### src/rtl/simon_seq_gen.sv
// simon_seq_gen: replayable pseudo-random colour sequence for a Simon-style game.
// A free-running Galois LFSR supplies seeds; a second LFSR, restarted from the
// stored seed, walks the elements of the current round.
module simon_seq_gen #(
  parameter int                LFSR_W    = 18,
  parameter logic [LFSR_W-1:0] POLY      = 18'h20400,
  parameter logic [LFSR_W-1:0] SEED_INIT = 18'h26AD7,
  parameter int                NUM_CH    = 4,
  parameter int                MAX_LEN   = 32,
  localparam int               SYM_W     = $clog2(NUM_CH),
  localparam int               IDX_W     = $clog2(MAX_LEN + 1)
) (
  input  logic              clk,
  input  logic              rst_n,
  input  logic              randomize,
  input  logic              start_over,
  input  logic              next,
  input  logic              grow,
  output logic [NUM_CH-1:0] seq,
  output logic [SYM_W-1:0]  seq_sym,
  output logic [IDX_W-1:0]  index,
  output logic [IDX_W-1:0]  length,
  output logic              last,
  output logic              full
);

  localparam logic [IDX_W-1:0] LEN_MAX = IDX_W'(MAX_LEN);
  localparam logic [IDX_W-1:0] ONE     = IDX_W'(1);

  logic [LFSR_W-1:0] counter;
  logic [LFSR_W-1:0] seed;
  logic [LFSR_W-1:0] current;

  logic [LFSR_W-1:0] counter_nxt;
  logic [LFSR_W-1:0] seed_nxt;
  logic [LFSR_W-1:0] current_nxt;
  logic [IDX_W-1:0]  index_nxt;
  logic [IDX_W-1:0]  length_nxt;

  // One Galois shift: fold the polynomial back in when a 1 falls off the bottom.
  function automatic logic [LFSR_W-1:0] lfsr_step(input logic [LFSR_W-1:0] x);
    lfsr_step = x[0] ? ((x >> 1) ^ POLY) : (x >> 1);
  endfunction

  // An element consumes SYM_W fresh bits, so it costs SYM_W shifts.
  function automatic logic [LFSR_W-1:0] lfsr_advance(input logic [LFSR_W-1:0] x);
    logic [LFSR_W-1:0] v;
    v = x;
    for (int i = 0; i < SYM_W; i++) begin
      v = lfsr_step(v);
    end
    lfsr_advance = v;
  endfunction

  // Next-state decode: randomize beats start_over beats next; grow is independent.
  always_comb begin
    counter_nxt = lfsr_step(counter);
    seed_nxt    = seed;
    current_nxt = current;
    index_nxt   = index;
    length_nxt  = length;
    if (randomize) begin
      // An all-zero LFSR would lock up, so never hand one out as a seed.
      seed_nxt    = (counter == '0) ? LFSR_W'(1) : counter;
      current_nxt = (counter == '0) ? LFSR_W'(1) : counter;
      index_nxt   = '0;
      length_nxt  = ONE;
    end else begin
      if (start_over) begin
        current_nxt = seed;
        index_nxt   = '0;
      end else if (next && (index < length - ONE)) begin
        current_nxt = lfsr_advance(current);
        index_nxt   = index + ONE;
      end
      if (grow && (length < LEN_MAX)) begin
        length_nxt = length + ONE;
      end
    end
  end

  // State registers; reset wins over every command and clears any replay.
  always_ff @(posedge clk) begin
    if (!rst_n) begin
      counter <= SEED_INIT;
      seed    <= SEED_INIT;
      current <= SEED_INIT;
      index   <= '0;
      length  <= ONE;
    end else begin
      counter <= counter_nxt;
      seed    <= seed_nxt;
      current <= current_nxt;
      index   <= index_nxt;
      length  <= length_nxt;
    end
  end

  // Outputs decode straight from the registered state.
  always_comb begin
    seq_sym = current[SYM_W-1:0];
    seq     = NUM_CH'(1) << seq_sym;
    last    = (index == length - ONE);
    full    = (length == LEN_MAX);
  end

endmodule

### config.mk
export PLATFORM = sky130hd
export DESIGN_NAME = simon_seq_gen
export DESIGN_NICKNAME = d
export VERILOG_FILES = /design/src/rtl/simon_seq_gen.sv
export SDC_FILE = /design/constraint.sdc
export NUM_CORES = 1
export LEC_CHECK = 0
export BUFFER_PORTS_ARGS = -buffer_cell sky130_fd_sc_hd__buf_2
export CORE_AREA = 2 2 57 99
export CTS_BUF_LIST = sky130_fd_sc_hd__clkbuf_8
export DETAILED_ROUTE_END_ITERATION = 6
export DIE_AREA = 0 0 59 101
export GPL_ROUTABILITY_DRIVEN = 0
export HOLD_SLACK_MARGIN = 0.12
export PLACE_DENSITY = 0.79
export RECOVER_POWER = 100
export SYNTH_ARGS = -nofsm -noshare
export SYNTH_HDL_FRONTEND = slang
export SYNTH_SLANG_ARGS = --single-unit
### constraint.sdc
create_clock -name clk -period 3.54 [get_ports clk]
set_clock_uncertainty 0.1 [all_clocks]
set_input_delay 0.177 -clock clk [delete_from_list [all_inputs] [get_ports clk]]
set_output_delay 0.177 -clock clk [all_outputs]
set_load 0.01 [all_outputs]
Word level (Yosys, flattened, before mapping) --
Cells that the tools add are included.
Word-level totals: register bits after elaboration 66, input port bits 6, output and inout port bits 20
Cells by class: multiplexer cells 7, add/sub/neg operators 3, bitwise logic cells 4, equality and inequality tests 2, reduce and logical (&&, ||, !) cells 6, $lt $le $gt $ge 2, shift operators 1
Operators by type and width (count):
- 2-to-1 mux 18 bit | 7
- logical NOT 18 bit | 1
- adder 6 x 1 -> 6 bit, second input constant | 2
- equality test 6 bit | 1
- equality test 6 bit, second input constant | 1
- < comparator 6 bit | 1
- < comparator 6 bit, second input constant | 1
- inverter 1 -> 2 bit | 3
- subtractor 6 x 1 -> 6 bit, second input constant | 1
- left shift 1 x 2 -> 4 bit, first input constant | 1
- nonzero test 3 bit | 1
- OR reduction 3 bit | 1
- logical AND 1 bit | 2
- OR reduction 2 bit | 1
- inverter 1 bit | 1

Longest topological paths before layout --
Gate-level depths: netlist (run 1).
depth after elaboration 7, mapped depth 12, depth with buffers taken out 10

Least setup slack after synthesis (run 1) --
Ideal clock, no wire load.
path type register to register, start point register length[2], end point register current[11], arrival 2.296 ns, path buffers 3, library setup time 0.141 ns, stages on the path, launching flop included 12, data required time 3.299 ns, slack 1.002 ns, path through dfxtp_1 clkbuf_1 nor3_1 nand3_1 xor2_1 ha_1 nand4_1 o21bai_4 a311oi_1 buf_4 buf_4 o211ai_1
Between the ends: cells in the longest elaborated chain, start to end 4
Ends and longest elaborated chain:
- start, declared | line 22 | output logic [IDX_W-1:0] length,
- start signal, assigned | line 95 | length <= length_nxt;
- subtractor 6 x 1 -> 6 bit | line 72 | end else if (next && (index < length - ONE)) begin
- < comparator 6 bit | line 72
- logical AND 1 bit | line 72
- nonzero test 3 bit (no source line)
- end signal, assigned | line 93 | current <= current_nxt;
- end, declared | line 32 | logic [LFSR_W-1:0] current;
No other way between the ends. A chain may end at the register's enable or synchronous reset.

Worst setup path in the final report (run 1) --
start point input port randomize, end point register length[5]
Between the ends: cells in the longest elaborated chain, start to end 1
Ends and longest elaborated chain:
- start, declared | line 15 | input logic randomize,
- OR reduction 2 bit (no source line)
No other way between the ends.

==> metrics.txt, run 1 <==
Tcrit/Tclk final roughly 82%; Post-Route WL a little under 6000 um; CTS root buffer clkbuf_8; CTS tree yes; Synth Instances 322; CTS resizes 0; Total Routing Usage GR 21.45%; CP delay by family, top buffers and inverters; final setup violation count 0; VDD IR max ~0.00024 V; die height around 100 um; TritonCTS Buffers 9; Max Slew Vio Count 113; I/O Pins 26; Buffers & Inverters on Critical Path 2; grt total ovfl 0; switching part of the total 24.74%; vias 2241; row count 35; clock net sink count 66; initial antenna violation count 0; Min-Delay Path Class input pin to flip-flop; first-pass GRT wire length approximately 9500 um; EDFF count, synth 0; clock share of power between 30% and 40%; Comb pwr share a little over a tenth; PwrDens 485.1 nW/um2; P_sw 0.3932 mW; Int Pwr 1.197 mW; H-Tree Depth 3; die area ~6000 um2; WP data arrival 3.03 ns; chip width 59 um; clk_lat worst skew around 0.34 ns; vias in the first global route about 2100; Synth Area per Inst approximately 9.4 um2; Max transition margin -67.09%; total of max-cap violations 2; routed len/inst ~14 um; Final min period 2.904 ns; Initial Util approximately three fifths; Initial DRC Count 94; Top Metal Used met4; DRC viols 0; final net count about 360; maximum clock rate about 340 MHz; met2 WL post-DR between 3000 and 4000 um; Netlist cell types roughly 40; area growth from synthesis to layout 8.537%; port bufs 25; area of the mapped netlist ~3000 um2; Fill cells about 460; CTS Buffer Depth 2; failing checks capacitance limit, slew limit; largest net degree at the start of global routing 58; core area about 5200 um2; final instance area about 3300 um2; Post-DP Area 3113 um2; Clk pin slew, worst setup/hold paths around 0.070 ns; hold slack between 0.2 and 0.3 ns; Worst Setup Start Kind input pin; Main synth FF type dfxtp_1; Slowest cell on crit path clkbuf_1; number of detailed-route iterations in the first pass 4; CP Class input pin to flip-flop; setup ws final about 0.64 ns; leakage power figure around 1.3 nW; Post-synth ARST share 0%; # diodes 0; synth warn 0; outcome finished, violations left; Power, Total around 1.6 mW; #FFs+latches synth 66; DR vias/cell roughly 5.6; worst-path fanout max 57; CP Data Required Time roughly 3.7 ns; met1 wire length 2352 um; Fin Setup TNS 0 ns; DP Wirelength approximately 3900 um; critical path cell sequence clkbuf_1 -> nand2b_1 -> nor2_1 -> dlygate4sd3_1; layout cells sized above 1 5.814%; Final Hold Viols 0; post-route ant nets 0; RSZ-0062 raised after global routing no; CP max stage delay 1.75 ns; CP endpoint kind flip-flop; sequential share of power 51.5%; net count after synthesis between 300 and 400; Placement Setup Slack a little over 0.8 ns; WL met3 ~200 um; Tightest Pin Transition 2.506 ns; sequential area share after synthesis 43.76%
cells in the mapped netlist, types with 4 or more instances:
cell	number	share of area, %
nand2b_1	17	3.5
a21oi_1	12	2.0
nor2b_1	12	2.5
mux2i_1	35	12
o21ai_0	9	1.5
o211ai_1	11	2.7
a21boi_0	7	1.7
nand2_1	36	4.5
clkbuf_1	10	1.2
xor2_1	9	2.6
buf_4	5	1.2
and2_1	8	1.7
or2b_1	4	0.99
inv_1	4	0.50
nor2_1	22	2.7
nand3_1	6	0.99
dfxtp_1	66	44
nand4_1	4	0.83
xnor2_1	4	1.2
ha_1	10	4.1
per-layer routing:
metal	GRT usage, %	vias up
li1	-	1125
met1	22.05	1052
met2	38.72	51
met3	5.777	13
met4	10.14	0
met5	0	-
power by group through the flow:
stage                     Clock, mW  Combinational [mW]  Sequential, mW
after floorplan                   0               0.148           0.824
after detailed placement          0               0.177           0.835
final                         0.599               0.173           0.818
after CTS                     0.607               0.180           0.818
after global placement            0               0.172           0.833
after global routing          0.643               0.194           0.823
sequential cells by signal (all words and copies together), names as in the netlist:
name,flops
length,6
seed,18
counter,18
current,18
index,6
worst register-to-register path: stages (launching register included):
cell	delay [ns]
dfxtp_1	0.39
nor3_1	0.26
nand3_1	0.12
xor2_1	0.16
ha_1	0.33
nand4_1	0.12
o21bai_1	0.26
a311oi_4	0.29
buf_4	0.40
mux2i_1	0.23
nand2_1	0.07
cell type report:
type | count | area [um2] | share of cell area [%]
repair buffers | 30 | 137.6 | 4.200
inverters | 4 | 15.01 | 0.4582
clock buffers | 10 | 137.6 | 4.200
well taps | 55 | 68.82 | 2.100
multi-input cells | 229 | 1549 | 47.27
flip-flops and latches | 66 | 1321 | 40.32
clock inverters | 5 | 47.55 | 1.451
timing repair:
item	CTS	global route
endpoints found under the hold margin	6	0
hold buffers	3	0
buffers inserted	0	0
per-stage QoR:
stage / util, % / instances
after floorplan: - / 322
after global placement: 60.24 / 381
after detailed placement: 60.24 / 381
after CTS: 64.41 / 399
after global routing: 63.41 / 399
final: 63.41 / 399
cell usage in the layout, fill, tap and decap left out, types with 5 or more instances in the layout:
| master | synthesis | layout |
|---|---|---|
| a21oi_1 | 12 | 12 |
| xor2_1 | 9 | 9 |
| clkbuf_8 | 0 | 10 |
| mux2i_1 | 35 | 35 |
| dfxtp_1 | 66 | 66 |
| a21boi_0 | 7 | 7 |
| nand2_1 | 36 | 36 |
| nand2b_1 | 17 | 18 |
| o21ai_0 | 9 | 9 |
| ha_1 | 10 | 10 |
| nor2b_1 | 12 | 12 |
| nand3_1 | 6 | 6 |
| and2_1 | 8 | 5 |
| nor2_1 | 22 | 22 |
| clkbuf_1 | 10 | 24 |
| inv_1 | 4 | 6 |
| o211ai_1 | 11 | 11 |
final timing paths:
| kind | slack, ns | cells past startpoint | to | start |
|---|---|---|---|---|
| min | 0.26 | 6 | index[2] | next |
| max | 0.64 | 4 | length[5] | randomize |
| min reg2reg | 0.37 | 1 | counter[14] | counter[15] |
| max reg2reg | 0.64 | 10 | current[9] | length[2] |
logic make-up (layout without fill, tap and decap cells):
group	Yosys count	after routing	synth area share, %
AO/OA/AOI/OAI	47	47	10.57
AND/OR/NAND/NOR	124	124	21.26
buffers and inverters	27	49	4.890
multiplexers	35	35	11.60
adder cells (fa/ha/maj)	10	10	4.144
flip-flops	66	66	43.76
XOR/XNOR	13	13	3.771
(Power assumes the default switching activity.)
==> run 2, diff against run 1 <==
Clock period 3.54 ns to 3 ns, I/O delays scaled along.
==> metrics.txt, run 2 (same netlist as run 1, synthesis figures left out) <==
outcome finished, violations left; failing checks capacitance limit, slew limit; CP Data Required Time 3.04 ns (-0.63 ns); CP endpoint kind flip-flop; P_sw 0.4566 mW (+16%); hold path endpoint seed[10]; switching part of the total 25.55% (+0.81 points); hold path depth 3 (-3); Final Hold Viols 0 (unchanged); CP Class flip-flop to flip-flop; initial antenna violation count 0 (unchanged); worst-path fanout max 28 (-51%); area of the multi-input gates 1560 um2 (+0.73%); Post-Route WL 5850 um (+1.5%); DRC viols 0 (unchanged); total area of sequential cells 1321 um2 (unchanged); final instance area 3288 um2 (+0.34%); Max transition margin -30.08% (+37 points); RR Endpoint current[9]; VDD IR max 0.0003420 V (+45%); Post-CTS Setup Inserts 0 (unchanged); Placement Setup Slack 0.3651 ns (-0.4518 ns); Final min period 2.734 ns; Int Pwr 1.331 mW (+11%); gr busiest metal met2; final setup violation count 0 (unchanged); grt total ovfl 0 (unchanged); worst reg-to-reg setup slack 0.27 ns (-0.37 ns); Total Routing Usage GR 21.25% (-0.21 points); Slowest cell on crit path dfxtp_1; Worst Setup Start Kind flip-flop; hold slack 0.2463 ns (-0.01498 ns); non-filler cells, final 401 (+0.50%); leakage power figure 1.328 nW (+0.97%); CP max stage delay 0.38 ns (-1.37 ns); vias 2275 (+1.5%); final net count 357 (+0.28%); M3 GR Usage 5.520% (-0.26 points); die height 101 um (unchanged); I/O Pins 26 (unchanged); CTS tree yes; row count 35 (unchanged); H-Tree Depth 3 (unchanged); Max Slew Vio Count 55 (-51%); launching point of the worst reg2reg path length[2]; Min-Delay Path Class input pin to flip-flop; R2R depth 10 (unchanged); area growth from synthesis to layout 8.910%; most frequent cells in the layout dfxtp_1, nand2_1, mux2i_1; maximum clock rate roughly 370 MHz; Clk pin slew, worst setup/hold paths 0.07 ns (about the same); Post-DP Area 3133 um2 (+0.64%); # diodes 0 (unchanged); sequential share of power 54.1% (+2.6 points); clk_lat worst skew 0.33 ns (about the same); CTS Buffer Depth 2 (unchanged); placed cells 382 (+0.26%); Tightest Pin Transition 1.951 ns (-0.5551 ns); WP data arrival 2.77 ns (-0.26 ns); met2 Use GR 39.66% (+0.94 points); critical path cell sequence nor3_1 -> nand3_1 -> xor2_1 -> ha_1 -> nand4_1 -> o21bai_2 -> a311oi_4 -> buf_12 -> mux2i_1 -> nand2_1; Comb pwr share 11.7% (+0.8 points); Initial DRC Count 144 (+53%); PwrDens 543.5 nW/um2 (+12%); clock net sink count 66 (unchanged); CTS root buffer clkbuf_8; grt met1 use 21.16% (-0.89 points); TritonCTS Buffers 9 (unchanged); core area 5167 um2 (unchanged); total of max-cap violations 1 (-1); Tcrit/Tclk final 91.14%; post-route ant nets 0 (unchanged); die area 5959 um2 (unchanged); Fin Setup TNS 0 ns (unchanged); Initial Util 58.43% (unchanged); Fill cells 439 (-4.4%); largest net degree at the start of global routing 55 (-5.2%); number of detailed-route iterations in the first pass 4 (unchanged); DR vias/cell 5.673 (+1.0%); vias in the first global route 2142 (+2.2%); chip width 59 um (unchanged); setup ws final 0.2659 ns (-0.3700 ns); routed len/inst 14.59 um (+0.97%); port bufs 25 (unchanged); top flop regs counter (18), current (18), seed (18); layout cells sized above 1 6.936% (+1.1 points); first-pass GRT wire length 9535 um (+0.73%); DP Wirelength 4081 um (+3.4%); clock share of power 34.3% (-3.4 points); RSZ-0062 raised after global routing no; most common cell after layout, fill and taps aside dfxtp_1; HP Start randomize
[run 2: power groups by stage]
stage          logic, mW  clock network, mW  registers (mW)
2_1_floorplan      0.174                  0           0.972
3_3_place_gp       0.207                  0           0.983
3_5_place_dp       0.213                  0           0.985
4_1_cts            0.217              0.627           0.966
5_1_grt            0.233              0.664           0.973
6_report           0.208              0.613           0.966
[run 2: how the worst max path moves through the flow]
stage | startpoint | to | slack [ns] | depth (start not counted)
after floorplan | length[2] | current[11] | 0.46 | 11
after global placement | length[2] | index[4] | 0.46 | 8
after detailed placement | length[2] | index[4] | 0.37 | 8
after CTS | length[2] | index[4] | 0.35 | 8
after global routing | length[2] | current[9] | 0.1 | 10
final | length[2] | current[9] | 0.27 | 10
[run 2: area by class of cell]
cell class              count  area share (%)
multi-input cells         229           47.45
repair buffers             31           4.833
inverters                   4          0.4566
well taps                  55           2.093
flip-flops and latches     66           40.18
clock inverters             6          0.7991
clock buffers              10           4.186
[run 2: timing repair]
action / CTS / global route
gates resized for setup: 0 / 0
hold buffers: 3 / 0
endpoints found under the hold margin: 6 / 0
setup endpoints to repair: 0 / 0
[run 2: through the flow]
| stage | power (mW) | utilization, % |
|---|---|---|
| 3_5_place_dp | 1.198 | 60.63 |
| 4_1_cts | 1.810 | 64.38 |
| 2_1_floorplan | 1.146 | - |
| 6_report | 1.787 | 63.63 |
| 3_3_place_gp | 1.190 | 60.63 |
| 5_1_grt | 1.870 | 63.63 |
[run 2: critical path: cells and delay by family, from the launching register on]
| kind | cells | cell delay (ns) |
|---|---|---|
| compound gates | 2 | 0.57 |
| xor+xnor | 1 | 0.15 |
| fa+ha+maj | 1 | 0.33 |
| buf+inv | 1 | 0.23 |
| flops | 1 | 0.38 |
| mux | 1 | 0.20 |
| simple gates | 4 | 0.56 |
[run 2: per-layer routing]
layer | wire [um] | up-vias
met5 | 0 | -
met4 | 110 | 0
met3 | 187 | 10
met2 | 3326 | 40
met1 | 2225 | 1087
li1 | - | 1138
